## config.mk

```make
export PLATFORM = sky130hd
export DESIGN_NAME = eaf_request_scheduler
export DESIGN_NICKNAME = d
export VERILOG_FILES = /design/src/rtl/eaf_pkg.sv /design/src/rtl/eaf_addr_fifo.sv /design/src/rtl/eaf_request_scheduler.sv
export SDC_FILE = /design/constraint.sdc
export NUM_CORES = 1
export LEC_CHECK = 0
export ABC_CLOCK_PERIOD_IN_PS = 3700
export CORE_MARGIN = 2
export CORE_UTILIZATION = 50
export DETAILED_ROUTE_END_ITERATION = 16
export PLACE_DENSITY = 0.83
export SLEW_MARGIN = 15
export SYNTH_ARGS = -nofsm -noshare
export SYNTH_HDL_FRONTEND = slang
export SYNTH_SLANG_ARGS = --single-unit
```

## constraint.sdc

```tcl
create_clock -name clk -period 3.7 [get_ports clk]
set_input_delay 0.555 -clock clk [delete_from_list [all_inputs] [get_ports clk]]
set_output_delay 0.555 -clock clk [all_outputs]
set_load 0.02 [all_outputs]
```

## src/rtl/eaf_pkg.sv

```systemverilog
// Shared types and defaults for the EAF filter and its request scheduler.
// The scheduler and filter agree on address width and capacity here.
package eaf_pkg;

  localparam int unsigned EAF_ADDR_LENGTH = 32;
  localparam int unsigned EAF_MAX_ENTRIES = 16;

  typedef enum logic [1:0] {
    IDLE,
    TEST,
    INSERT,
    CLEAR
  } sched_state_e;

endpackage

```

## src/rtl/eaf_addr_fifo.sv

```systemverilog
// Small synchronous FIFO holding evicted block addresses.
// Occupancy is tracked by a count register, pointers wrap naturally.
module eaf_addr_fifo #(
  parameter int unsigned width = 32,
  parameter int unsigned depth = 4
) (
  input  logic                   clk,
  input  logic                   rst,
  input  logic                   push,
  input  logic                   pop,
  input  logic [width-1:0]       din,
  output logic [width-1:0]       dout,
  output logic                   full,
  output logic                   empty,
  output logic [$clog2(depth):0] count
);

  localparam int unsigned AW = $clog2(depth);

  logic [width-1:0] mem [depth];
  logic [AW-1:0]    wr_ptr;
  logic [AW-1:0]    rd_ptr;
  logic             do_push;
  logic             do_pop;

  assign full    = count == (AW+1)'(depth);
  assign empty   = count == '0;
  assign do_pop  = pop & ~empty;
  // A pop frees the slot a same-cycle push lands in
  assign do_push = push & (~full | do_pop);
  assign dout    = mem[rd_ptr];

  always_ff @(posedge clk) begin
    if (do_push) mem[wr_ptr] <= din;
  end

  always_ff @(posedge clk) begin
    if (!rst) begin
      wr_ptr <= '0;
      rd_ptr <= '0;
      count  <= '0;
    end else begin
      if (do_push) wr_ptr <= wr_ptr + AW'(1);
      if (do_pop)  rd_ptr <= rd_ptr + AW'(1);
      count <= count + (AW+1)'(do_push)
                     - (AW+1)'(do_pop);
    end
  end

endmodule

```

## src/rtl/eaf_request_scheduler.sv

```systemverilog
// Sole master of the EAF filter command port: arbitrates lookups
// against buffered eviction inserts and clears the filter when full.
module eaf_request_scheduler
  import eaf_pkg::*;
#(
  parameter int unsigned addr_length        = EAF_ADDR_LENGTH,
  parameter int unsigned ins_fifo_depth     = 4,
  parameter int unsigned max_num_of_entries = EAF_MAX_ENTRIES,
  parameter int unsigned starve_limit       = 3,
  parameter int unsigned cmd_timeout        = 15
) (
  input  logic                   clk,
  input  logic                   rst,
  input  logic                   test_req_i,
  input  logic [addr_length-1:0] test_addr_i,
  output logic                   test_gnt_o,
  output logic                   test_done_o,
  output logic                   test_hit_o,
  input  logic                   ins_valid_i,
  input  logic [addr_length-1:0] ins_addr_i,
  output logic                   ins_ready_o,
  output logic [addr_length-1:0] filt_addr_o,
  output logic                   filt_test_o,
  output logic                   filt_insert_o,
  output logic                   filt_clear_o,
  input  logic                   filt_resp_i,
  input  logic                   filt_exists_i,
  output logic [$clog2(max_num_of_entries+1)-1:0] fill_count_o,
  output logic                   busy_o,
  output logic                   timeout_o
);

  localparam int unsigned FW = $clog2(max_num_of_entries + 1);
  localparam int unsigned CW = $clog2(cmd_timeout + 1);
  localparam int unsigned SW = $clog2(starve_limit + 1);
  localparam int unsigned QW = $clog2(ins_fifo_depth) + 1;

  sched_state_e           state_q;
  logic [addr_length-1:0] addr_q;
  logic [addr_length-1:0] head;
  logic [FW-1:0]          fill_q;
  logic [CW-1:0]          cnt_q;
  logic [SW-1:0]          starve_q;
  logic [QW-1:0]          fifo_cnt;
  logic                   fifo_full;
  logic                   fifo_empty;
  logic                   push;
  logic                   go_test;
  logic                   go_ins;
  logic                   go_clr;
  logic                   test_cmd_q;
  logic                   ins_cmd_q;
  logic                   clr_cmd_q;
  logic                   hit_q;
  logic                   tmo_q;
  logic                   at_cap;
  logic                   expire;
  logic                   finish;

  assign ins_ready_o = rst & ~fifo_full;
  assign push        = ins_valid_i & ins_ready_o;

  eaf_addr_fifo #(
    .width (addr_length),
    .depth (ins_fifo_depth)
  ) u_fifo (
    .clk   (clk),
    .rst   (rst),
    .push  (push),
    .pop   (go_ins),
    .din   (ins_addr_i),
    .dout  (head),
    .full  (fifo_full),
    .empty (fifo_empty),
    .count (fifo_cnt)
  );

  assign at_cap = fill_q == FW'(max_num_of_entries);
  assign expire = (state_q != IDLE) && !filt_resp_i
                && (cnt_q == CW'(cmd_timeout - 1));
  assign finish = (state_q != IDLE)
                && (filt_resp_i || expire);

  // Capacity clear first, then the starvation guard, then lookups
  always_comb begin
    go_test = 1'b0;
    go_ins  = 1'b0;
    go_clr  = 1'b0;
    if (rst && state_q == IDLE) begin
      if (at_cap)
        go_clr = 1'b1;
      else if (starve_q >= SW'(starve_limit) && !fifo_empty)
        go_ins = 1'b1;
      else if (test_req_i)
        go_test = 1'b1;
      else if (!fifo_empty)
        go_ins = 1'b1;
    end
  end

  assign test_gnt_o    = go_test;
  assign test_done_o   = rst && state_q == TEST && finish;
  assign test_hit_o    = test_done_o
                       ? (filt_resp_i & filt_exists_i)
                       : hit_q;
  assign filt_addr_o   = addr_q;
  assign filt_test_o   = test_cmd_q;
  assign filt_insert_o = ins_cmd_q;
  assign filt_clear_o  = clr_cmd_q;
  assign fill_count_o  = fill_q;
  assign busy_o        = state_q != IDLE;
  assign timeout_o     = tmo_q;

  always_ff @(posedge clk) begin
    if (!rst) begin
      state_q    <= IDLE;
      addr_q     <= '0;
      fill_q     <= '0;
      cnt_q      <= '0;
      starve_q   <= '0;
      test_cmd_q <= 1'b0;
      ins_cmd_q  <= 1'b0;
      clr_cmd_q  <= 1'b0;
      hit_q      <= 1'b0;
      tmo_q      <= 1'b0;
    end else begin
      test_cmd_q <= go_test;
      ins_cmd_q  <= go_ins;
      clr_cmd_q  <= go_clr;
      if (state_q == IDLE || finish)
        cnt_q <= '0;
      else
        cnt_q <= cnt_q + CW'(1);
      if (expire) tmo_q <= 1'b1;
      unique case (state_q)
        IDLE: begin
          if (go_clr) begin
            state_q <= CLEAR;
          end else if (go_ins) begin
            state_q  <= INSERT;
            addr_q   <= head;
            starve_q <= '0;
          end else if (go_test) begin
            state_q  <= TEST;
            addr_q   <= test_addr_i;
            starve_q <= (fifo_cnt != '0)
                      ? starve_q + SW'(1) : '0;
          end
        end
        TEST: if (finish) begin
          state_q <= IDLE;
          hit_q   <= filt_resp_i & filt_exists_i;
        end
        INSERT: if (finish) begin
          state_q <= IDLE;
          if (filt_resp_i && !at_cap)
            fill_q <= fill_q + FW'(1);
        end
        CLEAR: if (finish) begin
          state_q <= IDLE;
          fill_q  <= '0;
        end
        default: state_q <= IDLE;
      endcase
    end
  end

endmodule
```

==> After elaboration in Yosys (flattened, before gate mapping) <==
Memory sizes are Yosys's and may differ from the RTL's. A register that Yosys moved wholly into a read port is not among the register bits.
Index checks and enable logic that the tools add are counted.
{ "word_totals": {"regBits": 57, "latch_bits": 0, "ram_bits": 128, "rom_bits": 0, "input_bits": 70, "word_cells": 98, "n_memories": 1} }
{ "memory_table": {"columns": ["memory", "depth", "word_bits", "rd", "rd_clocked_by_memory_dff", "write_ports", "line_no", "source"], "rows": [
  ["u_fifo.mem", 4, 32, 1, 1, 1, "eaf_addr_fifo.sv:20", "logic [width-1:0] mem [depth];"]
]} }
{ "op_classes": {"add_sub_neg": 7, "n_mul": 0, "div": 0, "order_cmp": 1, "n_eq_ne": 11, "shift": 0, "n_mux": 30, "n_bitwise": 10, "n_reduce_logical": 25} }
{ "ops": {"columns": ["cell", "n"], "rows": [
  ["$mux W32", 2],
  ["$mux W2", 9],
  ["$mux W5", 3],
  ["$mux W1", 14],
  ["$pmux W5 S2", 1],
  ["$logic_and A1 B1 Y1", 8],
  ["$add A2 B1 Y2 const B", 3],
  ["$ne A2 B2 Y1 const B", 3],
  ["$reduce_bool A2 Y1", 3],
  ["$add A5 B1 Y5 const B", 1],
  ["$and A1 B1 Y1", 5],
  ["$eq A5 B5 Y1 const B", 1],
  ["$add A4 B1 Y4 const B", 1],
  ["$eq A2 B2 Y1 const B", 2],
  ["$eq A4 B4 Y1 const B", 1],
  ["$ne A4 B3 Y1 const B", 1],
  ["$not A1 Y1", 4],
  ["$pmux W2 S2", 1],
  ["$reduce_and A2 Y1", 2],
  ["$reduce_and A4 Y1", 1],
  ["$add A3 B1 Y3", 1],
  ["$eq A3 B3 Y1 const B", 1],
  ["$logic_not A1 Y1", 3],
  ["$logic_not A3 Y1", 1],
  ["other kinds (11)", 12]
]} }

==> Logic depth before layout (Yosys ltp) <==
Gate-level depths: netlist of run 1.
{ "depth": {"word_depth": 11, "mapped_depth": 13} }

==> By module <==
A second synthesis of run 1 with hierarchy kept.
{ "unflattened": {"cells_unflattened": 464, "hier_area_um2": 7629.8} }
{ "modules_own_cells": {"columns": ["module", "n_inst", "cells_each", "area_each_um2"], "rows": [
  ["eaf_addr_fifo", 1, 214, 5099.9],
  ["eaf_request_scheduler", 1, 250, 2529.9]
]} }

==> Least setup slack after synthesis of run 1 <==
OpenSTA, ideal clock, no wires.
{ "synth_path": {"path_type": "reg-to-reg", "from": "register fill_q[0], in the netlist fill_count_o[0]", "to": "register u_fifo.count[2]", "t_arrival_ns": 2.642, "required_time_ns": 3.585, "slack_ns": 0.943, "path_stages_with_launch": 14, "path_buffers": 1, "synth_period_minus_slack_ns": 2.757, "cell_sequence": "dfxtp_1 > inv_1 > ha_1 > nor4bb_1 > clkbuf_1 > nor4_4 > nor2_1 > a21oi_1 > ha_1 > inv_1 > fa_1 > xnor2_1 > xnor2_1 > and2_1"} }
{ "synth_between": {"elab_chain_len": 8} }
{ "synth_rtl": {"columns": ["item", "line_no", "source"], "rows": [
  ["start, declared", "eaf_request_scheduler.sv:41", "logic [FW-1:0] fill_q;"],
  ["start signal, assigned", "eaf_request_scheduler.sv:157", "fill_q <= fill_q + FW'(1);"],
  ["$eq A5 B5 Y1 *", "eaf_request_scheduler.sv:78", "assign at_cap = fill_q == FW'(max_num_of_entries);"],
  ["$mux W1 *", "eaf_request_scheduler.sv:90", "if (at_cap)"],
  ["$mux W1 *", "eaf_request_scheduler.sv:89", "if (rst && state_q == IDLE) begin"],
  ["$and A1 B1 Y1 *", "eaf_addr_fifo.sv:28", "assign do_pop = pop & ~empty;"],
  ["$or A1 B1 Y1", "eaf_addr_fifo.sv:30", "assign do_push = push & (~full | do_pop);"],
  ["$and A1 B1 Y1", "eaf_addr_fifo.sv:30", null],
  ["$add A3 B1 Y3", "eaf_addr_fifo.sv:45", "count <= count + (AW+1)'(do_push)"],
  ["$sub A3 B1 Y3 *", "eaf_addr_fifo.sv:46", "- (AW+1)'(do_pop);"],
  ["end signal, assigned", "eaf_addr_fifo.sv:45", null],
  ["end, declared", "eaf_addr_fifo.sv:15", "output logic [$clog2(depth):0] count"]
]} }
Mark *: on every way between the ends. The rest lies on a longest branch, timed or not.
A chain may end at the register's enable or synchronous reset.

==> Worst setup path in the final report of run 1 <==
{ "layout_path": {"from": "register cnt_q[0]", "to": "output test_hit_o"} }
{ "layout_between": {"elab_chain_len": 6} }
{ "layout_rtl": {"columns": ["item", "line_no", "source"], "rows": [
  ["start, declared", "eaf_request_scheduler.sv:42", "logic [CW-1:0] cnt_q;"],
  ["start signal, assigned", "eaf_request_scheduler.sv:133", "cnt_q <= cnt_q + CW'(1);"],
  ["$eq A4 B4 Y1", "eaf_request_scheduler.sv:80", "&& (cnt_q == CW'(cmd_timeout - 1));"],
  ["$logic_and A1 B1 Y1", "eaf_request_scheduler.sv:80", null],
  ["$logic_or A1 B1 Y1", "eaf_request_scheduler.sv:82", "&& (filt_resp_i || expire);"],
  ["$logic_and A1 B1 Y1", "eaf_request_scheduler.sv:82", null],
  ["$logic_and A1 B1 Y1", "eaf_request_scheduler.sv:102", "assign test_done_o = rst && state_q == TEST && finish;"],
  ["$mux W1", "eaf_request_scheduler.sv:104", "? (filt_resp_i & filt_exists_i)"],
  ["end, declared", "eaf_request_scheduler.sv:18", "output logic test_hit_o,"]
]} }
No other way between the ends.

==> results of run 1 <==
## layer usage
layer | GRT usage [%] | up-vias
li1 | - | 2103
met1 | 25.34 | 2227
met2 | 32.82 | 187
met3 | 7.002 | 18
met4 | 5.552 | 0
met5 | 0 | -
## power groups by stage
stage	combinational, W	clock, W	sequential (W)
floorplan	0.000575	0	0.00265
global placement	0.00104	0	0.00259
detailed placement	0.00106	0	0.00260
CTS	0.00107	0.00171	0.00256
global route	0.00115	0.00178	0.00258
finish	0.00106	0.00168	0.00255
## state kept, by name (all words and copies together) (netlist names), 2 cells and up, named ones only
name,flops
u_fifo.mem,128
filt_addr_o,32
fill_count_o,5
cnt_q,4
u_fifo.count,3
starve_q,2
state_q,2
u_fifo.rd_ptr,2
u_fifo.wr_ptr,2
## cells by family after synthesis
group                    after synthesis  share of synthesized area [%]
flip-flops                           187                          68.90
XOR/XNOR                               8                         0.9606
AND/OR/NAND/NOR                      131                          8.629
multiplexers                          36                          10.45
AO/OA/AOI/OAI                         84                          6.691
buffers and inverters                 37                          2.385
adder cells (fa/ha/maj)               11                          1.990
## per-stage QoR
step | power (W) | util (%) | instances | setup slack [ns]
finish | 0.005301 | 63.63 | 804 | 0.6244
global route | 0.005513 | 63.61 | 803 | 0.5061
CTS | 0.005335 | 63.61 | 803 | 0.6062
detailed placement | 0.003660 | 59.82 | 771 | 0.7314
global placement | 0.003626 | 59.82 | 771 | 0.7740
floorplan | 0.003225 | - | 494 | 0.9427
## synthesized netlist by cell type (all sizes together), types with 2 or more instances
cell type	number	share of area, %
a21oi	5	0.34
a31oi	32	2.7
and2	10	0.86
and3	5	0.43
buf	11	1.0
clkbuf	17	0.87
dfxtp	59	16
edfxtp	128	53
ha	10	1.7
inv	9	0.46
mux2i	3	0.41
mux4	32	9.9
nand2	77	4.0
nand3	2	0.14
nand4	5	0.43
nor2	11	0.57
nor2b	6	0.51
nor3	5	0.50
nor4	3	0.46
o21a	2	0.21
o21ai	36	2.5
o22ai	4	0.34
or3	2	0.17
xnor2	4	0.48
xor2	4	0.48
## final timing paths
kind                           end  slack (ns)
setup / recovery        test_hit_o        0.62
hold / removal    u_fifo.rd_ptr[1]        0.47
setup reg to reg   u_fifo.count[2]        0.96
hold reg to reg   u_fifo.rd_ptr[1]        0.47
## area by class of cell
type,instances,share of cell area [%]
Tap cell,184,2.518
Multi-Input combinational cell,270,23.11
Clock inverter,11,1.026
Timing Repair Buffer,121,13.03
Sequential cell,187,54.99
Clock buffer,21,4.927
Inverter,9,0.3695
Antenna cell,1,0.02737
==> results.md, run 1 <==
- The quantity of hold-fixing buffers added after cts is 0.
- After detailed routing, the wire length on met1 is 6309 um.
- The residual overflow from global routing is 0.
- The first global-routing pass estimated 23,900 um of wire.
- The sequential cell area is a little over 5000 sq um.
- The detailed-routed wire length on met2 is roughly 7400 um.
- The largest buffer count on any clock path is 2.
- For this block, the via count after detailed routing is 4,535.
- For this block, the initial DRC count from the detailed router was 385.
- The finished cells cover approximately 9100 sq um.
- Walking the worst path, the cells encountered are inv_1 -> ha_1 -> and3_1 -> o21a_1 -> and3_1 -> mux2_2 -> clkdlybuf4s50_1.
- Dividing the final minimum period by the clock period gives 83.12%.
- The number of nets in the synthesized netlist is 575.
- The synthesized netlist contains 42 unique library cells.
- Grouping stages by cell kind, the critical path spends the most delay in buffers and inverters.
- The number of flip-flops and latches in the synthesized netlist is 187.
- Leaving out fill and tap cells, the most frequent cells in the layout are edfxtp_1 (128), clkdlybuf4s50_1 (114), nand2_1 (77).
- Of the total power, registers draw 48.2%.
- The data required time of the worst path is ~3.1 ns.
- The leakage power is 3.106 nW.
- The pin count of the biggest net entering global routing is 65.
- Setup repair after global routing left no endpoint under its margin.
- At the later pin of the worst-skew pair, clock insertion delay measures 0.43 ns.
- The final hold violation count is 0.
- The clock buffer count from CTS is 17.
- The average instance area after synthesis is 14.76 sq um.
- Across the run, the number of max-cap violations was 0.
- The worst setup path is launched from a flip-flop.
- In this run the tool buffered the top-level ports with 115 buffer cells.
- The combinational group share of total power is between 20% and 30%.
- Along the worst hold path, the cell count comes to 1.
- In this run the cell area of the synthesized design comes to ~7300 sq um.
- Leaving out fill and tap cells, the most frequent cell in the layout is edfxtp_1.
- In this run the core area contains 44 standard-cell rows.
- The critical path arrival is about 2.5 ns.
- The share of the Yosys chip area taken by registers is 68.90%.
- The filler cells instantiated in the layout total 996.
- In this run the worst setup path begins at cnt_q[0].
- In the final routed layout, each cell accounts on average for 18.70 um.
- Clock-pin slew was measured on the worst setup and hold paths at 0.06 ns.
- The internal power of the cells is between 0.003 and 0.004 W.
- The via count of the first global-routing pass was 4,602.
- The shortest clock period the worst path allows after layout is 3.076 ns.
- The post-route netlist has 12.28% of its cells at a drive strength greater than 1.
- The worst-case IR drop observed on VDD is 0.0003773 V.
- The highest metal layer used by the detailed router is met4.
- The count of nets left with antenna violations once routing finished came out at 0.
- Across all hold checks on the routed design, the worst slack comes to about 0.47 ns.
- The detailed-router iteration count before antenna repair is 4.
- The largest driver fanout on the critical path is 4.
- The cell at the root of the clock tree is clkbuf_16.
- Counting buffers and inverters, the worst setup path is 7 cells deep.
- Net switching is ~27% of the power.
- The clock tree from TritonCTS is yes.
- The core region is 14,370 sq um.
- The via count normalized by instance count is around 5.6.
- The cell with the largest stage delay on the worst path is clkdlybuf4s50_1.
- The worst slew margin relative to its limit is 40.90%.
- The worst min-delay path class is flip-flop to flip-flop.
- The worst setup path is captured at a primary output.
- For this run, the slowest stage of the critical path takes 0.59 ns.
- The area after detailed placement is 8596 sq um.
- Based on the critical path, the design can be clocked at up to 325.1 MHz.
- After clock tree synthesis, the repair step resized 0 gates.
- The multi-input combinational cells in the finished layout cover a total of 2113 sq um.
- The height of the chip is 124.8 um.
- The startpoint of the lowest-slack hold path is u_fifo.rd_ptr[1].
- The switching power total is 0.001443 W.
- The initial antenna violation count is 1.
- The number of top-level pins is between 100 and 150.
- Setup violations remaining at the end of the flow were counted as 0.
- For this block, the routed nets add up to 15,040 um of wire.
- In this run the power density over the cells is 579.8 nW/um^2.
- The run finished with clean final reports.
- The critical path class is flip-flop to primary output.
- Compared with the post-synthesis result, the final layout area differs by 25.36%.
- Detailed routing placed a total of 1165 um of wire on met3.
- The DRC violation count after routing is 0.
- The die covers 15,570 sq um.
- For this run, the number of Yosys warnings is 0.
- The post-CTS setup repair buffer count is 0.
- The setup TNS is 0 ns.
- The all-layer global routing usage is 19.98%.
- The number of buffers and inverters on the critical path is 2.
- The worst clock skew is 0.007655 ns.
- The clock network accounts for about a third of the total power.
- The prevailing post-synth register cell is edfxtp_1.
- The final net count is 687.
- The count of final max-slew check failures is 0.
- The startpoint identified for the worst register-to-register timing path is fill_count_o[0].
- The async set-or-reset flop fraction in the synthesized netlist is 0%.
- Detailed placement ended at an HPWL of 9659 um.
- The actual slew at the worst max-slew pin is 0.8866 ns.
- The die boundary width is about 120 um.
- Counting stages on the worst path, the most repeated cell is and3_1.
- The congestion estimate from routability-driven global placement came to 0.8018.
- The gate count of the mapped netlist is 494.
- The number of sinks handled by clock tree synthesis is roughly 190.
- The worst register-to-register path has a depth of 13.
- The count of flip-flops with a built-in enable after synthesis is 128.
- The number of H-tree branching levels is 4.
- The starting utilization of the core area is 50.76%.
No activity file was read; power rests on OpenSTA's default activity.
==> run 2, diff against run 1 <==
--- a/config.mk
+++ b/config.mk
@@ -5,7 +5,7 @@
 export SDC_FILE = /design/constraint.sdc
 export NUM_CORES = 1
 export LEC_CHECK = 0
-export ABC_CLOCK_PERIOD_IN_PS = 3700
+export ABC_CLOCK_PERIOD_IN_PS = 2900
 export CORE_MARGIN = 2
 export CORE_UTILIZATION = 50
 export DETAILED_ROUTE_END_ITERATION = 16
==> constraint.sdc (replaced) <==
create_clock -name clk -period 2.9 [get_ports clk]
set_input_delay 0.435 -clock clk [delete_from_list [all_inputs] [get_ports clk]]
set_output_delay 0.435 -clock clk [all_outputs]
set_load 0.02 [all_outputs]
==> results.md, run 2 (synthesis results as in run 1) <==
- The flow ran to the end, and the final reports show no timing, DRC or antenna violations.
- Summing all multi-input logic gate instances after layout gives 2122 sq um.
- The count of final max-slew check failures is 0.
- The startpoint kind of the worst setup timing path is a flip-flop.
- Counting cells, the worst reg-to-reg path comes to 12.
- The actual slew at the worst max-slew pin is approximately 0.86 ns.
- After legalization and detailed placement, the total HPWL measured 10,100 um.
- In this run the remaining antenna-violating nets after routing total 0.
- The first-pass GRT wire length is 25,660 um.
- The residual overflow from global routing is 0.
- The worst register-to-register path ends at u_fifo.count[2].
- Clock-pin slew was measured on the worst setup and hold paths at 0.07 ns.
- The origin of the worst setup path is fill_count_o[0].
- The power density over the cells is approximately 740 nW/um^2.
- The final routed wirelength across all metal layers is 16,250 um.
- The via count normalized by instance count is 5.729.
- The final period utilization is 97.18%.
- The worst min-delay path class is flip-flop to flip-flop.
- Before antenna repair, the detailed router went through 5 iterations.
- Registers take 5027 sq um.
- The cell with the largest stage delay on the worst path is clkdlybuf4s50_1.
- The worst slew margin relative to its limit is 42.78%.
- The maximum frequency from static timing analysis is approximately 350 MHz.
- The number of sinks handled by clock tree synthesis is 187.
- The DRC violation count after routing is 0.
- The critical path arrival is 2.38 ns.
- The shortest clock period the worst path allows after layout is ~2.8 ns.
- Max-cap violations in this run came to 0.
- For the worst-skew pair, the clock arrives at the later sink with an insertion delay of 0.43 ns.
- At the end of routability-driven placement, the weighted congestion stood at 0.8198.
- The flip-flop count of the largest register, all copies and words added is 128.
- After the first detailed-routing iteration, the DRC count stood at 425.
- The final net count is 698.
- The cell at the root of the clock tree is clkbuf_16.
- Leaving out fill and tap cells, the most frequent cells in the layout are edfxtp_1 (128), clkdlybuf4s50_1 (113), nand2_1 (77).
- Clock tree synthesis inserted a total of 17 buffers.
- The setup-violating endpoint count in the final report is 0.
- The total power is 0.006933 W.
- The largest stage delay on the critical path is approximately 0.64 ns.
- The all-layer global routing usage is 21.66%.
- In this run the deepest clock path goes through 2 buffers.
- Entering global routing, the biggest net connects between 60 and 70 pins.
- The number of top-level pins is 116.
- Between clock sinks in the finished design, the worst skew comes to roughly 0.0068 ns.
- The data required time of the worst path is between 2 and 2.5 ns.
- In this run the number of H-tree levels came out at 4.
- More flip-flops sit in one register than any other, and that register is u_fifo.mem.
- The setup TNS is 0 ns.
- The maximum resistive drop on vdd is 0.0005478 V.
- The endpoint type of the worst setup path is a primary output.
- The die boundary width is about 120 um.
- The initial utilization of the core area, before any placement, comes to 50.76%.
- Setup repair after global routing left no endpoint under its margin.
- The via count of the first global-routing pass is ~4,800.
- The largest driver fanout on the critical path is 8.
- In this run the critical register-to-register path is launched from fill_count_o[0].
- The average detailed-routed wire length per instance is ~20 um.
- The layout cell share with drive strength beyond 1 is 14.44%.
- Counting the fill cells in the layout gives 1,011.
- The initial antenna violation count is 0.
- The core region is 14,370 sq um.
- The number of standard-cell rows in the floorplan is 44.
- The quantity of hold-fixing buffers added after cts is 0.
- Traced cell by cell, the critical path runs through inv_1 -> ha_1 -> nor4bb_4 -> buf_4 -> nor3_1 -> clkdlybuf4s50_1.
- The end of the critical path is test_gnt_o.
- Compared with the post-synthesis result, the final layout area differs by 27.79%.
- 0 antenna diodes ended up in the layout.
- The most common cell after layout, fill and taps aside is edfxtp_1.
- TritonCTS built the clock tree.
- The final hold violation count came to 0.
- In this run the vertical extent of the chip is 124.8 um.
- The critical path is of the flip-flop to primary output type.
- In this run the tool buffered the top-level ports with approximately 120 buffer cells.
- The number of vias after detailed routing is 4,663.
- In this run the register-to-register setup slack is 0.29 ns.
- The die covers 15,570 sq um.
- The leakage power is 3.193 nW.
-- run 2: area by class of cell --
class	count	share of cell area, %
Tap cell	184	2.470
Sequential cell	187	53.94
Clock inverter	12	1.222
Timing Repair Buffer	132	14.32
Inverter	9	0.3625
Clock buffer	20	4.913
Multi-Input combinational cell	270	22.77
-- run 2: per-stage QoR --
stage	instances	hold WS (ns)	setup slack [ns]	cell area (sq um)	utilization, %
global placement	782	0.4334	0.2772	8741	60.83
CTS	814	0.4684	0.07755	9320	64.86
finish	814	0.4614	0.08166	9320	64.86
global route	814	0.4954	0.01794	9320	64.86
detailed placement	782	0.4590	0.1572	8741	60.83
floorplan	494	0.4297	0.1427	7293	-
-- run 2: worst min path at each step --
stage	cells past startpoint	end	slack [ns]	start
floorplan	1	cnt_q[0]	0.43	cnt_q[0]
global placement	1	flip-flop	0.43	u_fifo.rd_ptr[1]
detailed placement	1	flip-flop	0.46	u_fifo.rd_ptr[1]
CTS	1	flip-flop	0.47	u_fifo.rd_ptr[1]
global route	1	flip-flop	0.50	u_fifo.rd_ptr[1]
finish	1	flip-flop	0.46	u_fifo.rd_ptr[1]
-- run 2: repair_timing --
item,CTS,global route
buffers inserted,0,0
gates resized for setup,2,0
pin swaps,0,1
endpoints found under the hold margin,0,0
cloned,0,0
setup endpoints to repair,2,1
-- run 2: routing by layer --
layer | GRT usage (%) | share of wire, %
met5 | 0 | 0
met4 | 7.469 | 1.9
met3 | 6.787 | 8.6
met2 | 35.62 | 48
met1 | 27.37 | 41
-- run 2: worst max-delay path, delay by kind of cell, from the launching register on --
| kind | cells | cell delay, ns |
|---|---|---|
| DFF | 1 | 0.42 |
| and+or+nand+nor | 2 | 0.37 |
| buffers and inverters | 3 | 0.93 |
| adders and majority gates | 1 | 0.23 |
-- run 2: power breakdown --
part           internal [W]  switching [W]
combinational      0.000662       0.000776
clock               0.00124       0.000999
sequential          0.00310       0.000160
